==> config.mk <==
export PLATFORM = sky130hd
export DESIGN_NAME = seq_scan_ctrl
export DESIGN_NICKNAME = d
export VERILOG_FILES = /design/src/rtl/seq_scan_ctrl.sv
export SDC_FILE = /design/constraint.sdc
export NUM_CORES = 1
export LEC_CHECK = 0
export BUFFER_PORTS_ARGS = -buffer_cell sky130_fd_sc_hd__buf_2
export CELL_PAD_IN_SITES_DETAIL_PLACEMENT = 1
export CELL_PAD_IN_SITES_GLOBAL_PLACEMENT = 2
export CORE_UTILIZATION = 31
export DETAILED_ROUTE_END_ITERATION = 10
export PLACE_DENSITY = 0.74
export SLEW_MARGIN = 20
export SYNTH_ARGS = -nofsm -noshare
export SYNTH_HDL_FRONTEND = slang
export SYNTH_SLANG_ARGS = --single-unit
==> constraint.sdc <==
create_clock -name clk -period 2 [get_ports clk]
set_input_delay 0.1 -clock clk [delete_from_list [all_inputs] [get_ports clk]]
set_output_delay 0.1 -clock clk [all_outputs]
set_load 0.05 [all_outputs]
==> src/rtl/seq_scan_ctrl.sv <==
// Word-to-bit stream controller for the serial 1011 detector: serializes words
// MSB-first, holds the detector in reset when idle or stalled, counts its hits.
module seq_scan_ctrl #(
   parameter int DATA_W = 8,
   parameter int CNT_W  = 16
) (
   input  logic              clk,
   input  logic              reset,
   input  logic              start,
   input  logic              word_valid,
   output logic              word_ready,
   input  logic [DATA_W-1:0] word_data,
   input  logic              word_last,
   output logic              det_bit,
   output logic              det_rst,
   input  logic              det_seen,
   output logic [CNT_W-1:0]  match_count,
   output logic              overflow,
   output logic              busy,
   output logic              done
);

   localparam int               IDX_W    = $clog2(DATA_W);
   localparam logic [IDX_W-1:0] IDX_LAST = IDX_W'(DATA_W - 1);
   localparam logic [CNT_W-1:0] CNT_MAX  = {CNT_W{1'b1}};

   typedef enum logic [2:0] {
      S_IDLE  = 3'd0,
      S_WAIT  = 3'd1,
      S_SHIFT = 3'd2,
      S_DRAIN = 3'd3,
      S_DONE  = 3'd4
   } state_t;

   state_t            state_r;
   state_t            state_s;
   logic [DATA_W-1:0] shift_r;
   logic [IDX_W-1:0]  idx_r;
   logic              last_r;
   logic [CNT_W-1:0]  count_r;
   logic              overflow_r;
   logic              bit_end_s;
   logic              accept_s;
   logic              count_en_s;

   // Output and handshake decode from the registered state
   always_comb begin
      bit_end_s  = (state_r == S_SHIFT) && (idx_r == IDX_LAST);
      word_ready = (state_r == S_WAIT) || (bit_end_s && !last_r);
      accept_s   = word_ready && word_valid;
      det_rst    = !((state_r == S_SHIFT) || (state_r == S_DRAIN));
      det_bit    = (state_r == S_SHIFT) ? shift_r[DATA_W-1] : 1'b0;
      busy       = (state_r != S_IDLE);
      done       = (state_r == S_DONE);
      // A hit registered for the previous bit is still valid in WAIT and DRAIN
      count_en_s = det_seen && ((state_r == S_WAIT) || (state_r == S_SHIFT) ||
                                (state_r == S_DRAIN));
   end

   // Next-state logic
   always_comb begin
      state_s = state_r;
      case (state_r)
         S_IDLE: begin
            if (start) state_s = S_WAIT;
            else       state_s = S_IDLE;
         end
         S_WAIT: begin
            if (word_valid) state_s = S_SHIFT;
            else            state_s = S_WAIT;
         end
         S_SHIFT: begin
            if (!bit_end_s)    state_s = S_SHIFT;
            else if (accept_s) state_s = S_SHIFT;
            else if (last_r)   state_s = S_DRAIN;
            else               state_s = S_WAIT;
         end
         S_DRAIN: state_s = S_DONE;
         S_DONE:  state_s = S_IDLE;
         default: state_s = S_IDLE;
      endcase
   end

   // State register
   always_ff @(posedge clk) begin
      if (reset) state_r <= S_IDLE;
      else       state_r <= state_s;
   end

   // Shift register, bit index and last-word flag
   always_ff @(posedge clk) begin
      if (reset) begin
         shift_r <= {DATA_W{1'b0}};
         idx_r   <= {IDX_W{1'b0}};
         last_r  <= 1'b0;
      end else if (accept_s) begin
         shift_r <= word_data;
         idx_r   <= {IDX_W{1'b0}};
         last_r  <= word_last;
      end else if (state_r == S_SHIFT) begin
         shift_r <= {shift_r[DATA_W-2:0], 1'b0};
         idx_r   <= idx_r + IDX_W'(1);
      end else begin
         shift_r <= shift_r;
         idx_r   <= idx_r;
         last_r  <= last_r;
      end
   end

   // Saturating hit counter with sticky overflow, cleared by an accepted start
   always_ff @(posedge clk) begin
      if (reset) begin
         count_r    <= {CNT_W{1'b0}};
         overflow_r <= 1'b0;
      end else if ((state_r == S_IDLE) && start) begin
         count_r    <= {CNT_W{1'b0}};
         overflow_r <= 1'b0;
      end else if (count_en_s) begin
         if (count_r == CNT_MAX) overflow_r <= 1'b1;
         else                    count_r    <= count_r + CNT_W'(1);
      end else begin
         count_r    <= count_r;
         overflow_r <= overflow_r;
      end
   end

   assign match_count = count_r;
   assign overflow    = overflow_r;

endmodule

# --- Yosys cells after proc, flatten, opt, wreduce, memory -nomap -nowiden ---
# Index checks and enable logic that the tools add are counted.
classes:
  n_shift: 0
  reduce_logical: 18
  order_cmp: 0
  muxes: 9
  n_eq_ne: 6
  bitwise: 1
  n_div: 0
  multipliers: 0
  n_addsub: 2
ops:
  columns: ["operator", "n"]
  rows:
  - ["adder 16 x 1 -> 16 bit, second input constant", 1]
  - ["equality test 16 bit, second input constant", 1]
  - ["two-way mux 8 bit", 2]
  - ["one-hot mux 3 bit (4 select lines)", 1]
  - ["two-way mux 2 bit", 4]
  - ["equality test 3 x 2 -> 1 bit, second input constant", 2]
  - ["equality test 3 bit, second input constant", 2]
  - ["logical AND 1 bit", 5]
  - ["logical OR 1 bit", 4]
  - ["AND reduction 2 bit", 2]
  - ["OR reduction 2 bit", 2]
  - ["adder 3 x 1 -> 3 bit, second input constant", 1]
  - ["equality test 3 x 1 -> 1 bit, second input constant", 1]
  - ["zero test 3 bit", 1]
  - ["nonzero test 3 bit", 1]
  - ["zero test 1 bit", 2]
  - ["two-way mux 1 bit", 2]
  - ["nonzero test 2 bit", 1]
  - ["NOT 1 bit", 1]
totals:
  mem_bits_ro: 0
  latchBits: 0
  inputBits: 14
  ramBits: 0
  memories: 0
  out_inout_bits: 22
  elab_cells: 42
  ff_bits: 32

# --- Longest topological paths before layout ---
# Gate-level depths: netlist (run 1).
logic_depth:
  depth_word: 8
  depth_mapped: 7
  mapped_depth_nobuf: 6

# --- Worst setup path after synthesis (run 1) ---
# Ideal clock, no wire load.
synth_path:
  path_kind: "flip-flop to flip-flop"
  from: "register count_r[0] (netlist: match_count[0])"
  to: "register count_r[14] (netlist: match_count[14])"
  setup_ps: 70
  t_required_ps: 1930
  setup_slack_ps: -181
  synth_period_minus_slack_ps: 2181
  path_buffers: 0
  stages_incl_launch_ff: 6
  t_arrival_ps: 2111
  path_cell_list: "dfxtp_1 -> ha_1 -> nand2_1 -> or4_4 -> or4_1 -> a21oi_1"
synth_between:
  elab_chain_cells: 3
  word_cells_on_any_way: 4
  classes_between: "add/sub: 1; eq/ne: 1; bitwise: 1; reduce/logical: 1"
synth_lines:
  columns: ["item", "line", "rtl"]
  rows:
  - ["start, declared", "40", "logic [CNT_W-1:0] count_r;"]
  - ["start signal, assigned", "113", "count_r <= {CNT_W{1'b0}};"]
  - ["start signal, assigned", "116", "count_r <= {CNT_W{1'b0}};"]
  - ["start signal, assigned", "120", "else count_r <= count_r + CNT_W'(1);"]
  - ["branches (longest 3 deep; another with adder 16 x 1 -> 16 bit)", null, null]
# Parallel ways; which one is timed is not known.
# A chain may end at the register's enable or synchronous reset.

# --- Worst setup path after layout (run 1) ---
layout_path:
  from: "register idx_r[0]"
  to: "output word_ready"
layout_between:
  elab_chain_cells: 4
layout_lines:
  columns: ["item", "line", "rtl"]
  rows:
  - ["start, declared", "38", "logic [IDX_W-1:0] idx_r;"]
  - ["start signal, assigned", "94", "idx_r <= {IDX_W{1'b0}};"]
  - ["start signal, assigned", "98", "idx_r <= {IDX_W{1'b0}};"]
  - ["start signal, assigned", "102", "idx_r <= idx_r + IDX_W'(1);"]
  - ["equality test 3 bit", "48", "bit_end_s = (state_r == S_SHIFT) && (idx_r == IDX_LAST);"]
  - ["logical AND 1 bit", "48", null]
  - ["logical AND 1 bit", "49", "word_ready = (state_r == S_WAIT) || (bit_end_s && !last_r);"]
  - ["logical OR 1 bit", "49", null]
  - ["end, declared", "11", "output logic word_ready,"]
# Every way passes these cells.

==> results of run 1 <==
==> Yosys cell counts, drive strengths merged (6+ instances only) <==
cell type and count:
nor4 8, or4 8, a21oi 13, o31ai 7
nand2 14, nor2 11, nand3 6, mux2i 13
a211oi 9, dfxtp 32, nand4 6, nor3 8
or3 8
==> registers in the layout, summed over array words and instances (netlist names) <==
register and count:
overflow 1, last_r 1, idx_r 3, match_count 16
state_r 3, shift_r 8
==> final cells by class <==
cell class	instances	area (um2)
Timing Repair Buffer	46	258
Multi-Input combinational cell	141	930
Fill cell	641	3040
Sequential cell	32	652
Inverter	5	18.8
Clock buffer	8	90.1
Tap cell	70	87.6
==> through the flow <==
step	cell area, um2	setup WS, ns	hold WS, ns
2_1_floorplan	1640	0.00258	0.236
3_3_place_gp	1950	0.273	0.347
3_5_place_dp	1950	0.211	0.358
4_1_cts	2040	0.123	0.0568
5_1_grt	2040	0.0136	0.0726
6_report	2040	0.110	0.0572
==> path summary, 6_finish.rpt <==
check,startpoint,end,slack [ns],cells past startpoint
setup reg to reg,match_count[0],match_count[14],0.17,5
setup / recovery,idx_r[0],word_ready,0.11,6
hold reg to reg,overflow,overflow,0.47,2
hold / removal,word_last,last_r,0.06,3
==> worst min-delay path, stage by stage <==
cell and delay [ns]:
buf_2 0.10, nand2_1 0.05, a21oi_1 0.05
==> power by group <==
group	internal, W	switching [W]	total [W]
registers	0.000658	0.0000188	0.000677
clock network	0.000281	0.000235	0.000516
logic	0.0000697	0.000123	0.000193
==> per-layer routing <==
metal | global-route usage [%] | vias to the layer above | routed length (um)
met2 | 27.5 | 26 | 2090
met1 | 23.8 | 801 | 2210
met5 | 0 | - | 0
met3 | 4.47 | 6 | 177
li1 | - | 808 | -
met4 | 6.29 | 0 | 61
==> cell families after synthesis <==
| kind of cell | count (synthesis) |
|---|---|
| xor+xnor | 1 |
| mux | 13 |
| fa+ha+maj | 3 |
| compound gates | 41 |
| buf+inv | 14 |
| flops | 32 |
| simple gates | 83 |
==> results.tsv, run 1 <==
metric	value	unit
main combinational cell family by area after synthesis	simple AND/OR/NAND/NOR gates	
Total GRT Usage	17.7	%
setup TNS	0	ns
fin cells	302	
dominant cells by area after synthesis	dfxtp_1, mux2i_1, a211oi_1, a21oi_1, nand2_1	
Die Y	74.5	um
Iter 0 DRT Violations	101	
Hold Crit Class	in -> reg	
mux contribution to synthesized area	7.99	%
Top FF cell, synth	dfxtp_1	
synthesized area per cell	8.70	um2
Die X-Extent	74.5	um
Final Skew	0.00618	ns
Synth Area in Simple Gates	29.5	%
outcome	finished, final reports clean	
most used cell, CP	ha_1	
Power Density	681	nW/um2
DP Wirelength	3340	um
RSZ-0062 raised after global routing	false	
most frequent cells in the layout	buf_2, dfxtp_1, nand2_1	
Setup Fix Bufs, Post-CTS	0	
Num CTS Buffers	5	
routed wire length per instance	15.0	um
Top delay family on crit path	simple AND/OR/NAND/NOR gates	
total of max-cap violations	0	
Overall Power	0.00139	W
Initial Util	32.1	%
DRT antenna net count	0	
vias in the first global route	1520	
pin count of the biggest net entering global routing	23	
total grt overflow	0	
Static Leak	0.762	nW
Critical Path Sink Type	primary output	
H-tree Lvls	2	
unique cell type count in the Yosys netlist	38	
sum of buffers and inverters on the critical path	1	
Peak Freq	0.529	GHz
Die ar.	5550	um2
antenna violations before repair	0	
critical path class	reg -> out	
# clock sinks	32	
clock root buffer	clkbuf_8	
Synth Cell Area	1630	um2
final setup fails	0	
Placed Cells	294	
first-pass GRT wire length	7480	um
clock transition at the registers of the reported paths	0.07	ns
top cell type's share of synthesized area	39.4	%
RePlAce Congestion	0.742	
Vias	1641	
Post-synth EDFFs	0	
number of remaining DRC errors	0	
Final nets	248	
cell accounting for the most synthesized area	dfxtp_1	
Final Hold Fails	0	
Syn. warnings	0	
CTS max path bufs	2	
crit-path cells	ha_1, ha_1, nand2b_1, or3_1, o21ai_0, buf_2	
Req. time, crit path	1.90	ns
CTS tree	built	
Peak VDD IR	0.359	mV
Compound-Gate Fraction of Synth Area	16.8	%
worst-path maximum fanout	3	
antenna diode count	0	
CP max-delay cell	dfxtp_1	
Max stage delay on crit path	0.35	ns
most common cell after layout, fill and taps aside	buf_2	
Core ar.	5070	um2
Port Buf Inserts	35	
Yosys reg bits	32	
Max Slew Vio Count	0	
routed wire length	4540	um
vias per cell	5.43	
syn_nets	204	
CP startpoint kind	flip-flop	
Worst-Margin Slew	0.514	ns
I/O pins	36	
Synth async-reset ratio	0	%
final core utilization	40.1	%
sequential share of the synthesized area	39.4	%
# resized after CTS	0	
Synth Area in Adders	2.31	%
Final min period	1.89	ns
clock insertion delay at the later pin of the skew report	0.28	ns
Synth Area in XOR/XNOR	0.538	%
Core Rows	26	
crit share post-route	94.5	%
hold_buf cts	0	
Relative slew margins	65.2	%
First-pass DRT Iterations	4	
Worst Path Arrival	1.79	ns
proportion of layout cells with a drive suffix above 1	28.0	%
Post-Syn Instances	187	
area delta synth->final	25.1	%
(Power assumes the default switching activity.)
==> inputs of run 2 (changes only) <==
CORE_UTILIZATION = 34   (was 31)
PLACE_DENSITY = 0.81   (was 0.74)
clock period = 2.3 ns   (was 2 ns; I/O delays follow)
==> results.tsv, run 2 (synthesis results as in run 1) <==
metric	value	unit
share of total power in combinational logic	12.2	%
# resized after CTS	0	
Die ar.	5070	um2
Max Slew Vio Count	0	
Post-Place Worst Slack	0.333	ns
register share of total power	43.5	%
total grt overflow	0	
RSZ-0062 raised after global routing	false	
setup ws final	0.255	ns
Final Hold Fails	0	
Iter 0 DRT Violations	86	
Vias	1642	
Final min period	2.05	ns
final setup fails	0	
CTS tree	built	
Final nets	243	
I/O pins	36	
First-pass DRT Iterations	7	
Worst-Margin Slew	0.627	ns
clock insertion delay at the later pin of the skew report	0.29	ns
P_int	0.00101	W
DP Wirelength	3330	um
RePlAce Congestion	0.788	
pin count of the biggest net entering global routing	23	
Switching Share	25.1	%
Worst Path Arrival	2.26	ns
Hold Crit Class	in -> reg	
Sw Pwr	0.000339	W
setup TNS	0	ns
routed wire length per instance	16.3	um
Static Leak	0.751	nW
vias in the first global route	1669	
antenna diode count	0	
Critical Path Sink Type	flip-flop	
antenna violations before repair	0	
Clock power frac	44.3	%
CP startpoint kind	flip-flop	
Num CTS Buffers	5	
Total GRT Usage	19.5	%
worst-path maximum fanout	6	
critical path class	reg -> reg	
number of remaining DRC errors	1	
hold_buf cts	0	
Core ar.	4470	um2
Peak Freq	0.489	GHz
fill count	554	
Core Rows	24	
Die X-Extent	71.2	um
failing checks	DRC	
crit share post-route	88.9	%
Power Density	675	nW/um2
# clock sinks	32	
most common cell after layout, fill and taps aside	buf_2	
Setup Fix Bufs, Post-CTS	0	
first-pass GRT wire length	7800	um
Peak VDD IR	0.429	mV
H-tree Lvls	2	
total of max-cap violations	0	
area delta synth->final	22.9	%
DRT antenna net count	0	
final core utilization	44.7	%
CP max-delay cell	or4_4	
most frequent cells in the layout	buf_2, dfxtp_1, nand2_1	
Port Buf Inserts	35	
clock root buffer	clkbuf_8	
vias per cell	5.89	
crit-path cells	ha_1, nand2_1, or4_4, or4_1, a21oi_1	
routed wire length	4560	um
Req. time, crit path	2.51	ns
Initial Util	36.4	%
outcome	complete, but fails checks	
Relative slew margins	57.9	%
Final Skew	0.00511	ns
Max stage delay on crit path	0.52	ns
clock transition at the registers of the reported paths	0.07	ns
proportion of layout cells with a drive suffix above 1	23.3	%
Die Y	71.2	um
CTS max path bufs	2	
Largest register FFs	16	
run 2: cell count changes in the layout (fill, tap and decap cells not counted):
cell and change:
clkbuf_8 +1, buf_4 -5, clkbuf_1 -2, dfxtp_1 +9, dfxtp_2 -9, bufinv_16 +1
run 2: area by class of cell:
type                            count  area, um2  share of cell area (%)
Clock inverter                      1       30.0                    1.50
Multi-Input combinational cell    141        930                    46.5
Clock buffer                        7       96.3                    4.82
Inverter                            5       18.8                   0.938
Tap cell                           52       65.1                    3.25
Timing Repair Buffer               41        220                    11.0
Sequential cell                    32        641                    32.0
run 2: critical path, delay by kind of cell (launching register included):
family,cells,cell delay (ns)
and+or+nand+nor,3,1.08
DFF,1,0.41
adders and majority gates,1,0.29
AOI/OAI and AO/OA,1,0.19
run 2: path summary, 6_finish.rpt:
check                                    start         endpoint  slack, ns  cells past startpoint
worst min register to register        overflow         overflow       0.48                      2
worst max register to register  match_count[0]  match_count[14]       0.25                      5
worst max-delay path            match_count[0]  match_count[14]       0.25                      5
worst min-delay path              word_data[0]       shift_r[0]       0.07                      3
run 2: power by group through the flow:
stage          Sequential, W  Clock (W)  Combinational, W
2_1_floorplan       0.000600          0          0.000116
3_3_place_gp        0.000599          0          0.000159
3_5_place_dp        0.000601          0          0.000165
4_1_cts             0.000588   0.000615          0.000166
5_1_grt             0.000591   0.000634          0.000181
6_report            0.000588   0.000598          0.000165
run 2: metrics by stage:
step	instances	hold WS, ns	instance area, um2	total power [W]
6_report	279	0.0725	2000	0.00135
5_1_grt	279	0.0686	2000	0.00141
4_1_cts	279	0.0687	2000	0.00137
3_5_place_dp	271	0.380	1870	0.000766
3_3_place_gp	271	0.356	1870	0.000758
2_1_floorplan	187	0.251	1630	0.000715
run 2: routing by layer:
layer | vias up | share of wire [%] | GRT usage, % | routed length, um
li1 | 793 | - | - | -
met1 | 804 | 46 | 24.3 | 2090
met2 | 36 | 48 | 32.5 | 2170
met5 | - | 0 | 0 | 0
met3 | 9 | 4.8 | 4.99 | 218
met4 | 0 | 1.8 | 7.11 | 82
